===== src/rtl/sad_pkg.sv =====
// Shared constants and state encoding for the SAD result SRAM arbiter.
package sad_pkg;

    // Result SRAM geometry: 128 words of 32 bits.
    localparam int unsigned AW = 7;
    localparam int unsigned DW = 32;

    // ARB: normal two-port arbitration; CLEAR: full-memory zeroing sweep.
    typedef enum logic {
        ARB   = 1'b0,
        CLEAR = 1'b1
    } sad_state_e;

endpackage


===== src/rtl/sad_rr_arb2.sv =====
// Two-way round-robin grant: a lone requester always wins; on contention
// the port named by pointer wins. The pointer itself lives in the parent.
module sad_rr_arb2 (
    input  logic [1:0] req,
    input  logic       pointer,
    output logic [1:0] gnt
);

    // Pick the winner from the current request vector and pointer.
    always_comb begin
        gnt = '0;
        case (req)
            2'b01:   gnt = 2'b01;
            2'b10:   gnt = 2'b10;
            2'b11:   gnt = pointer ? 2'b10 : 2'b01;
            default: gnt = '0;
        endcase
    end

endmodule


===== src/rtl/sad_result_arbiter.sv =====
// Arbitrates SAD-engine (port 0) and host (port 1) accesses onto a single
// synchronous result SRAM, and runs a full-memory clear sweep on request.
// SRAM command outputs are registered; read data returns two cycles after
// the grant and is flagged per port with Rd_Valid0/1.
module sad_result_arbiter #(
    parameter int unsigned AW = sad_pkg::AW,
    parameter int unsigned DW = sad_pkg::DW
) (
    input  logic          Clk,
    input  logic          Rst,
    input  logic          Req0,
    input  logic          Req1,
    input  logic          RW0,
    input  logic          RW1,
    input  logic [AW-1:0] Addr0,
    input  logic [AW-1:0] Addr1,
    input  logic [DW-1:0] Wdata0,
    input  logic [DW-1:0] Wdata1,
    output logic          Gnt0,
    output logic          Gnt1,
    output logic          Rd_Valid0,
    output logic          Rd_Valid1,
    output logic [DW-1:0] Rd_Data,
    input  logic          Clr_Start,
    output logic          Busy,
    output logic          Clr_Done,
    output logic          Sram_En,
    output logic          Sram_RW,
    output logic [AW-1:0] Sram_Addr,
    output logic [DW-1:0] Sram_Din,
    input  logic [DW-1:0] Sram_Dout
);

    import sad_pkg::*;

    sad_state_e    state_q, state_d;
    logic          ptr_q, ptr_d;
    logic [AW:0]   clr_cnt_q, clr_cnt_d;
    logic [AW:0]   clr_cnt_nxt;
    logic          sram_en_q, sram_en_d;
    logic          sram_rw_q, sram_rw_d;
    logic [AW-1:0] sram_addr_q, sram_addr_d;
    logic [DW-1:0] sram_din_q, sram_din_d;
    logic [1:0]    rd_pend_q, rd_pend_d;
    logic [1:0]    rd_valid_q, rd_valid_d;
    logic          busy_q, busy_d;
    logic          clr_done_q, clr_done_d;

    logic [1:0]    arb_req;
    logic [1:0]    arb_gnt;
    logic [1:0]    gnt;
    logic          grant_ok;

    assign arb_req = {Req1, Req0};

    sad_rr_arb2 u_rr_arb2 (
        .req     (arb_req),
        .pointer (ptr_q),
        .gnt     (arb_gnt)
    );

    // Grants are only issued in ARB, and Clr_Start pre-empts any request.
    always_comb begin
        grant_ok = (state_q == ARB) && !Clr_Start;
        gnt      = grant_ok ? arb_gnt : 2'b00;
    end

    // The counter is one bit wider than the address so that the carry into
    // its MSB marks the final word without comparing against a wrapped value.
    assign clr_cnt_nxt = clr_cnt_q + 1'b1;

    // Next-state, SRAM command and read-tracking logic.
    always_comb begin
        state_d     = state_q;
        ptr_d       = ptr_q;
        clr_cnt_d   = clr_cnt_q;
        sram_en_d   = 1'b0;
        sram_rw_d   = 1'b0;
        sram_addr_d = sram_addr_q;
        sram_din_d  = sram_din_q;
        rd_pend_d   = 2'b00;
        rd_valid_d  = rd_pend_q;
        busy_d      = 1'b0;
        clr_done_d  = 1'b0;

        case (state_q)
            ARB: begin
                if (Clr_Start) begin
                    // Word 0 is issued from the start cycle itself so that
                    // word k lands on the SRAM k cycles after entering CLEAR.
                    state_d     = CLEAR;
                    clr_cnt_d   = {{AW{1'b0}}, 1'b1};
                    sram_en_d   = 1'b1;
                    sram_rw_d   = 1'b1;
                    sram_addr_d = '0;
                    sram_din_d  = '0;
                    busy_d      = 1'b1;
                end else if (gnt != 2'b00) begin
                    sram_en_d = 1'b1;
                    if (gnt[1]) begin
                        sram_rw_d   = RW1;
                        sram_addr_d = Addr1;
                        sram_din_d  = Wdata1;
                    end else begin
                        sram_rw_d   = RW0;
                        sram_addr_d = Addr0;
                        sram_din_d  = Wdata0;
                    end
                    if (arb_req == 2'b11) begin
                        ptr_d = gnt[0];
                    end
                    rd_pend_d = gnt & ~{RW1, RW0};
                end
            end

            CLEAR: begin
                busy_d      = 1'b1;
                sram_en_d   = 1'b1;
                sram_rw_d   = 1'b1;
                sram_addr_d = clr_cnt_q[AW-1:0];
                sram_din_d  = '0;
                if (clr_cnt_nxt[AW]) begin
                    state_d    = ARB;
                    clr_cnt_d  = '0;
                    clr_done_d = 1'b1;
                end else begin
                    clr_cnt_d = clr_cnt_nxt;
                end
            end

            default: begin
                state_d = ARB;
            end
        endcase
    end

    // State and output registers with synchronous active-high reset.
    always_ff @(posedge Clk) begin
        if (Rst) begin
            state_q     <= ARB;
            ptr_q       <= 1'b0;
            clr_cnt_q   <= '0;
            sram_en_q   <= 1'b0;
            sram_rw_q   <= 1'b0;
            sram_addr_q <= '0;
            sram_din_q  <= '0;
            rd_pend_q   <= 2'b00;
            rd_valid_q  <= 2'b00;
            busy_q      <= 1'b0;
            clr_done_q  <= 1'b0;
        end else begin
            state_q     <= state_d;
            ptr_q       <= ptr_d;
            clr_cnt_q   <= clr_cnt_d;
            sram_en_q   <= sram_en_d;
            sram_rw_q   <= sram_rw_d;
            sram_addr_q <= sram_addr_d;
            sram_din_q  <= sram_din_d;
            rd_pend_q   <= rd_pend_d;
            rd_valid_q  <= rd_valid_d;
            busy_q      <= busy_d;
            clr_done_q  <= clr_done_d;
        end
    end

    assign Gnt0      = gnt[0];
    assign Gnt1      = gnt[1];
    assign Rd_Valid0 = rd_valid_q[0];
    assign Rd_Valid1 = rd_valid_q[1];
    assign Rd_Data   = Sram_Dout;
    assign Busy      = busy_q;
    assign Clr_Done  = clr_done_q;
    assign Sram_En   = sram_en_q;
    assign Sram_RW   = sram_rw_q;
    assign Sram_Addr = sram_addr_q;
    assign Sram_Din  = sram_din_q;

endmodule


===== config.mk =====
export PLATFORM = sky130hd
export DESIGN_NAME = sad_result_arbiter
export DESIGN_NICKNAME = d
export VERILOG_FILES = /design/src/rtl/sad_pkg.sv /design/src/rtl/sad_rr_arb2.sv /design/src/rtl/sad_result_arbiter.sv
export SDC_FILE = /design/constraint.sdc
export NUM_CORES = 1
export LEC_CHECK = 0
export CAP_MARGIN = 10
export CORE_MARGIN = 2
export CORE_UTILIZATION = 35
export CTS_CLUSTER_SIZE = 24
export DETAILED_ROUTE_END_ITERATION = 10
export PLACE_DENSITY = 0.84
export SETUP_SLACK_MARGIN = 0.2
export SLEW_MARGIN = 0
export SYNTH_ARGS = -nofsm -noshare
export SYNTH_HDL_FRONTEND = slang
export SYNTH_SLANG_ARGS = --single-unit

===== constraint.sdc =====
create_clock -name Clk -period 2.3 [get_ports Clk]
set_input_delay 0.69 -clock Clk [delete_from_list [all_inputs] [get_ports Clk]]
set_output_delay 0.69 -clock Clk [all_outputs]
set_load 0.1 [all_outputs]

==> out/qor.yml, run 1 <==
cells_and_area:
  fin_area_um2: 4690
  synthToLayoutAreaGrowth_pct: 38.6
  layout-drive-gt1-share: 0.259
  fillCellCount: 866
  layout.nets: 600
  fin_cells: 612
  diodes: 0
worst_setup_path:
  rr_worst_depth: 5
  critPathRequiredTime_ns: 1.61
  max_stage_delay_ns: 0.24
  crit_slowest_cell: "or2_4"
  cp-end-kind: "primary output"
  crit_type: "input port to primary output"
  cp.arrival_ns: 1.36
  worstPathCellList: "buf_2 > or2_4 > nor2_4 > buf_12"
  crit_fanout: 3
  worstSetupStartpointType: "input port"
power:
  totalPowerFinal_mw: 2.52
  peakVddDrop_mv: 0.255
  p_leak_nw: 1.70
  power.density_nw_per_um2: 537
floorplan:
  dieArea_um2: 10500
  fp.dieW_um: 102
  core_um2: 9330
  num_rows: 35
  start_util: 0.363
  io_pins: 196
  die_y_um: 102
clock_network:
  clockRootBuffer: "clkbuf_8"
  clkLatencyLatePin_ns: 0.31
  clock-sinks: 56
  path_clk_slew_ns: 0.11
  cts_htree_levels: 2
  clock_path_buffers: 2
  cts_tree: "built"
  cts_made_buffers: 5
drt:
  final_antenna_net_count: 0
  viasPerCell: 5.78
  vias: 3539
  drc: 0
  routed_wirelength_um: 10700
  drt_first_pass_iters: 5
  wl_per_cell_um: 17.5
  drt-initial-drc-count: 157
synth:
  avgSynthCellArea_um2: 8.43
  postSynthCellCount: 401
  synth.distinct_cells: 33
  syn_nets: 519
  syn_area_um2: 3380
  ys_warn_count: 0
  synth_area_leaders: "dfxtp_1, o211ai_2, nand3_1"
  synth_edf_count: 0
  synth_top_area_cell: "dfxtp_1"
  ys_seq_area_frac: 0.331
  synth_top_flop_cell: "dfxtp_1"
  synth_commonest_cells: "nand3_1, dfxtp_1, o21ai_0, a311o_1, buf_4"
  yosys.area.top_type_share: 0.331
  async_flop_share: 0
  synth_seq_cells: 56
  yosysMostFrequentCell: "nand3_1"
timing:
  setup_viol: 0
  layout_setup_ws_ns: 0.246
  rsz0062_at_grt: "no"
  period_minus_slack_ns: 2.05
  maxSlewViolCount: 0
  fin_setup_tns_ns: 0
  timing_hold_violations_final: 0
  max_freq_mhz: 487
  finClkSkew_ns: 0.00320
  slew_headroom: 0.640
  worstMarginPinSlew_ns: 0.540
  fin_crit_sh: 0.893
placed_design:
  globalplace.congestion: 0.869
  place_ws_ns: -0.289
  dp_hpwl_um: 7580
  dp.cells: 604
  place_area_um2: 4570
  place.port_buffers: 131
grt:
  first_global_vias: 3528
  antenna_found_initial: 0
  grt_max_degree: 55
  grt_use_total: 0.203
  grt_pass1_wl_um: 17000
  grt.overflow.total: 0
hold_path:
  holdCritPathClass: "flop to flop"
  hold_path_depth: 1
outcome:
  status: "finished clean"
flow_run:
  max-cap-violations: 0
stage by stage:
stage,utilization,hold WS (ns)
global placement,0.490,0.421
floorplan,-,0.414
detailed placement,0.490,0.440
finish,0.503,0.460
CTS,0.503,0.464
global route,0.503,0.465
layout by cell type (no fill, tap or decap), drive strengths merged:
master and instances:
or3 4, nor3 6, o21ai 41, inv 4
o211ai 41, a41oi 2, ha 1, nor2b 5
a311oi 1, o2111ai 1, a211oi 1, a31oi 8
nand4 9, nand3b 1, bufinv 1, clkdlybuf4s50 81
or4 2, nand3 72, a311o 32, clkbuf 6
o21a 1, nand2b 3, a21oi 10, nor2 5
nand2 8, or2 2, buf 76, nor4 1
clkinvlp 1, dfxtp 56, clkinv 1
sequential cells by signal, summed over array words and instances (netlist names):
register / count
Busy: 1
clr_cnt_q: 7
Clr_Done: 1
ptr_q: 1
state_q: 1
Sram_Addr: 7
Sram_Din: 32
rd_valid_q: 2
Sram_En: 1
Sram_RW: 1
rd_pend_q: 2
final cells by class:
cell class	count	area, um2	area share
multi-input combinational	257	1800	0.383
clock inverter	2	38.8	0.00827
clock buffer	6	82.6	0.0176
tap	129	161	0.0344
timing repair buffer	157	1470	0.313
sequential	56	1120	0.239
inverter	5	22.5	0.00480
worst max-delay path: cells and delay by family:
family,cells,cell delay [ns]
AND/OR/NAND/NOR,2,0.36
buffers and inverters,2,0.31
routing by layer:
| metal | GRT usage | vias up | wire length [um] |
|---|---|---|---|
| li1 | - | 1652 | - |
| met1 | 0.237 | 1693 | 4130 |
| met2 | 0.365 | 170 | 5550 |
| met3 | 0.0486 | 24 | 884 |
| met4 | 0.0677 | 0 | 150 |
| met5 | 0 | - | 0 |
kinds of logic (layout without fill, tap and decap cells):
| family | after synthesis | in the layout | synth area share |
|---|---|---|---|
| compound gates | 138 | 138 | 0.334 |
| simple gates | 118 | 118 | 0.183 |
| buf+inv | 88 | 170 | 0.148 |
| flops | 56 | 56 | 0.331 |
| fa+ha+maj | 1 | 1 | 0.00370 |
final timing paths:
| check | startpoint | slack, ns | end |
|---|---|---|---|
| worst max-delay path | Clr_Start | 0.25 | Gnt0 |
| worst min-delay path | rd_pend_q[1] | 0.46 | rd_valid_q[1] |
| worst max register to register | state_q | 0.55 | Sram_Din[1] |
| worst min register to register | rd_pend_q[1] | 0.46 | rd_valid_q[1] |
where the power goes:
part	leakage, nW	switching, mW	total [mW]	internal [mW]
registers	0.457	0.0260	1.04	1.01
clock network	0.0614	0.344	0.701	0.357
logic	1.19	0.501	0.783	0.281
total	1.70	0.871	2.52	1.65
what timing repair did:
item | CTS | global route
buffers inserted | 0 | 0
gates cloned | 0 | 0
resized for setup | 10 | 1
pin swaps | 1 | 0
setup endpoints to repair | 41 | 2
hold buffers | 0 | 0
No activity file was read; power rests on OpenSTA's default activity.
==> run 2: changes to the inputs <==
--- a/config.mk
+++ b/config.mk
@@ -6,11 +6,13 @@
 export NUM_CORES = 1
 export LEC_CHECK = 0
 export CAP_MARGIN = 10
+export CELL_PAD_IN_SITES_DETAIL_PLACEMENT = 1
+export CELL_PAD_IN_SITES_GLOBAL_PLACEMENT = 2
 export CORE_MARGIN = 2
-export CORE_UTILIZATION = 35
+export CORE_UTILIZATION = 18
 export CTS_CLUSTER_SIZE = 24
 export DETAILED_ROUTE_END_ITERATION = 10
-export PLACE_DENSITY = 0.84
+export PLACE_DENSITY = 0.82
 export SETUP_SLACK_MARGIN = 0.2
 export SLEW_MARGIN = 0
 export SYNTH_ARGS = -nofsm -noshare
==> out/qor.yml, run 2 (synthesis results as in run 1) <==
outcome:
  status: "finished clean"
timing:
  rsz0062_at_grt: "no"
  fin_setup_tns_ns: 0
  worstMarginPinSlew_ns: 0.595
  setup_viol: 0
  slew_headroom: 0.603
  finClkSkew_ns: 0.00673
  layout_setup_ws_ns: 0.240
  timing_hold_violations_final: 0
  maxSlewViolCount: 0
  period_minus_slack_ns: 2.06
  fin_crit_sh: 0.895
  max_freq_mhz: 486
placed_design:
  globalplace.congestion: 0.757
  place_ws_ns: -0.199
  dp.cells: 705
  place.port_buffers: 131
  dp_hpwl_um: 9060
  place_area_um2: 4670
grt:
  first_global_vias: 3842
  grt.overflow.total: 0
  antenna_found_initial: 0
  grt_pass1_wl_um: 20300
  grt_use_total: 0.126
  grt_max_degree: 50
floorplan:
  io_pins: 196
  fp.dieW_um: 141
  core_um2: 18600
  start_util: 0.182
  num_rows: 50
  die_y_um: 141
  dieArea_um2: 19900
cells_and_area:
  layout_commonest_cell: "clkdlybuf4s50_1"
  fin_cells: 713
  layout.nets: 596
  fin_area_um2: 4830
  synthToLayoutAreaGrowth_pct: 43.0
  layout-drive-gt1-share: 0.253
  largest_reg_flops: 32
  diodes: 0
  final_cell_mix: "clkdlybuf4s50_1, nand3_1, buf_4, dfxtp_1, o21ai_0"
clock_network:
  cts_tree: "built"
  clkLatencyLatePin_ns: 0.30
  cts_made_buffers: 5
  clock-sinks: 56
  holdBufCountCts: 0
  postCtsSetupBuffers: 0
  path_clk_slew_ns: 0.08
  cts_htree_levels: 2
  clock_path_buffers: 2
  clockRootBuffer: "clkbuf_16"
drt:
  wl_per_cell_um: 17.9
  vias: 3569
  drc: 0
  final_antenna_net_count: 0
  routed_wirelength_um: 12700
  viasPerCell: 5.01
  drt-initial-drc-count: 156
  drt_first_pass_iters: 6
power:
  power.density_nw_per_um2: 547
  peakVddDrop_mv: 0.274
  p_leak_nw: 1.70
  totalPowerFinal_mw: 2.64
worst_setup_path:
  crit_fanout: 3
  crit_type: "input port to primary output"
  worstSetupStartpointType: "input port"
  cp-end-kind: "primary output"
  critPathRequiredTime_ns: 1.61
  cp.arrival_ns: 1.37
hold_path:
  holdCritPathClass: "flop to flop"
flow_run:
  max-cap-violations: 0
## run 2: final timing paths
path	slack [ns]	from	cells after the start	to
hold / removal	0.45	rd_pend_q[0]	1	rd_valid_q[0]
hold reg to reg	0.45	rd_pend_q[0]	1	rd_valid_q[0]
setup / recovery	0.24	Clr_Start	4	Gnt0
setup reg to reg	0.58	state_q	5	Sram_Din[2]
## run 2: critical path, cell delays in order
cell and delay, ns:
buf_2 0.13, or2_4 0.24, nor2_4 0.12, buf_12 0.18
## run 2: through the flow
stage               hold slack [ns]   util
detailed placement            0.443  0.251
finish                        0.452  0.260
CTS                           0.460  0.260
global placement              0.430  0.251
floorplan                     0.414      -
global route                  0.472  0.260
## run 2: where the power goes
| part | internal, mW | switching (mW) |
|---|---|---|
| Combinational | 0.279 | 0.516 |
| Clock | 0.410 | 0.403 |
| Sequential | 1.01 | 0.0261 |
## run 2: repair_timing
action                                  CTS  global route
endpoints found under the hold margin     0             0
pin swaps                                 1             1
gates resized for setup                  13             2
endpoints found under the setup margin   34             5
## run 2: area by class of cell
type,instances,area (um2)
timing repair buffer,153,1440
inverter,5,22.5
multi-input combinational,257,1810
tap,234,293
clock inverter,3,22.5
sequential,56,1120
clock buffer,5,125
fill,2152,13700
## run 2: routing by layer
metal | global-route usage | vias to the layer above | wire [um]
li1 | - | 1644 | -
met1 | 0.147 | 1775 | 5340
met2 | 0.219 | 120 | 6260
met3 | 0.0408 | 30 | 858
met4 | 0.0421 | 0 | 274
met5 | 0 | - | 0
==> run 3: changes to the inputs <==
--- a/config.mk
+++ b/config.mk
@@ -5,6 +5,7 @@
 export SDC_FILE = /design/constraint.sdc
 export NUM_CORES = 1
 export LEC_CHECK = 0
+export ABC_CLOCK_PERIOD_IN_PS = 2300
 export CAP_MARGIN = 10
 export CELL_PAD_IN_SITES_DETAIL_PLACEMENT = 1
 export CELL_PAD_IN_SITES_GLOBAL_PLACEMENT = 2
==> results of run 3 <==
Same layout as run 2: the final DEF is identical, and so are final timing and power.
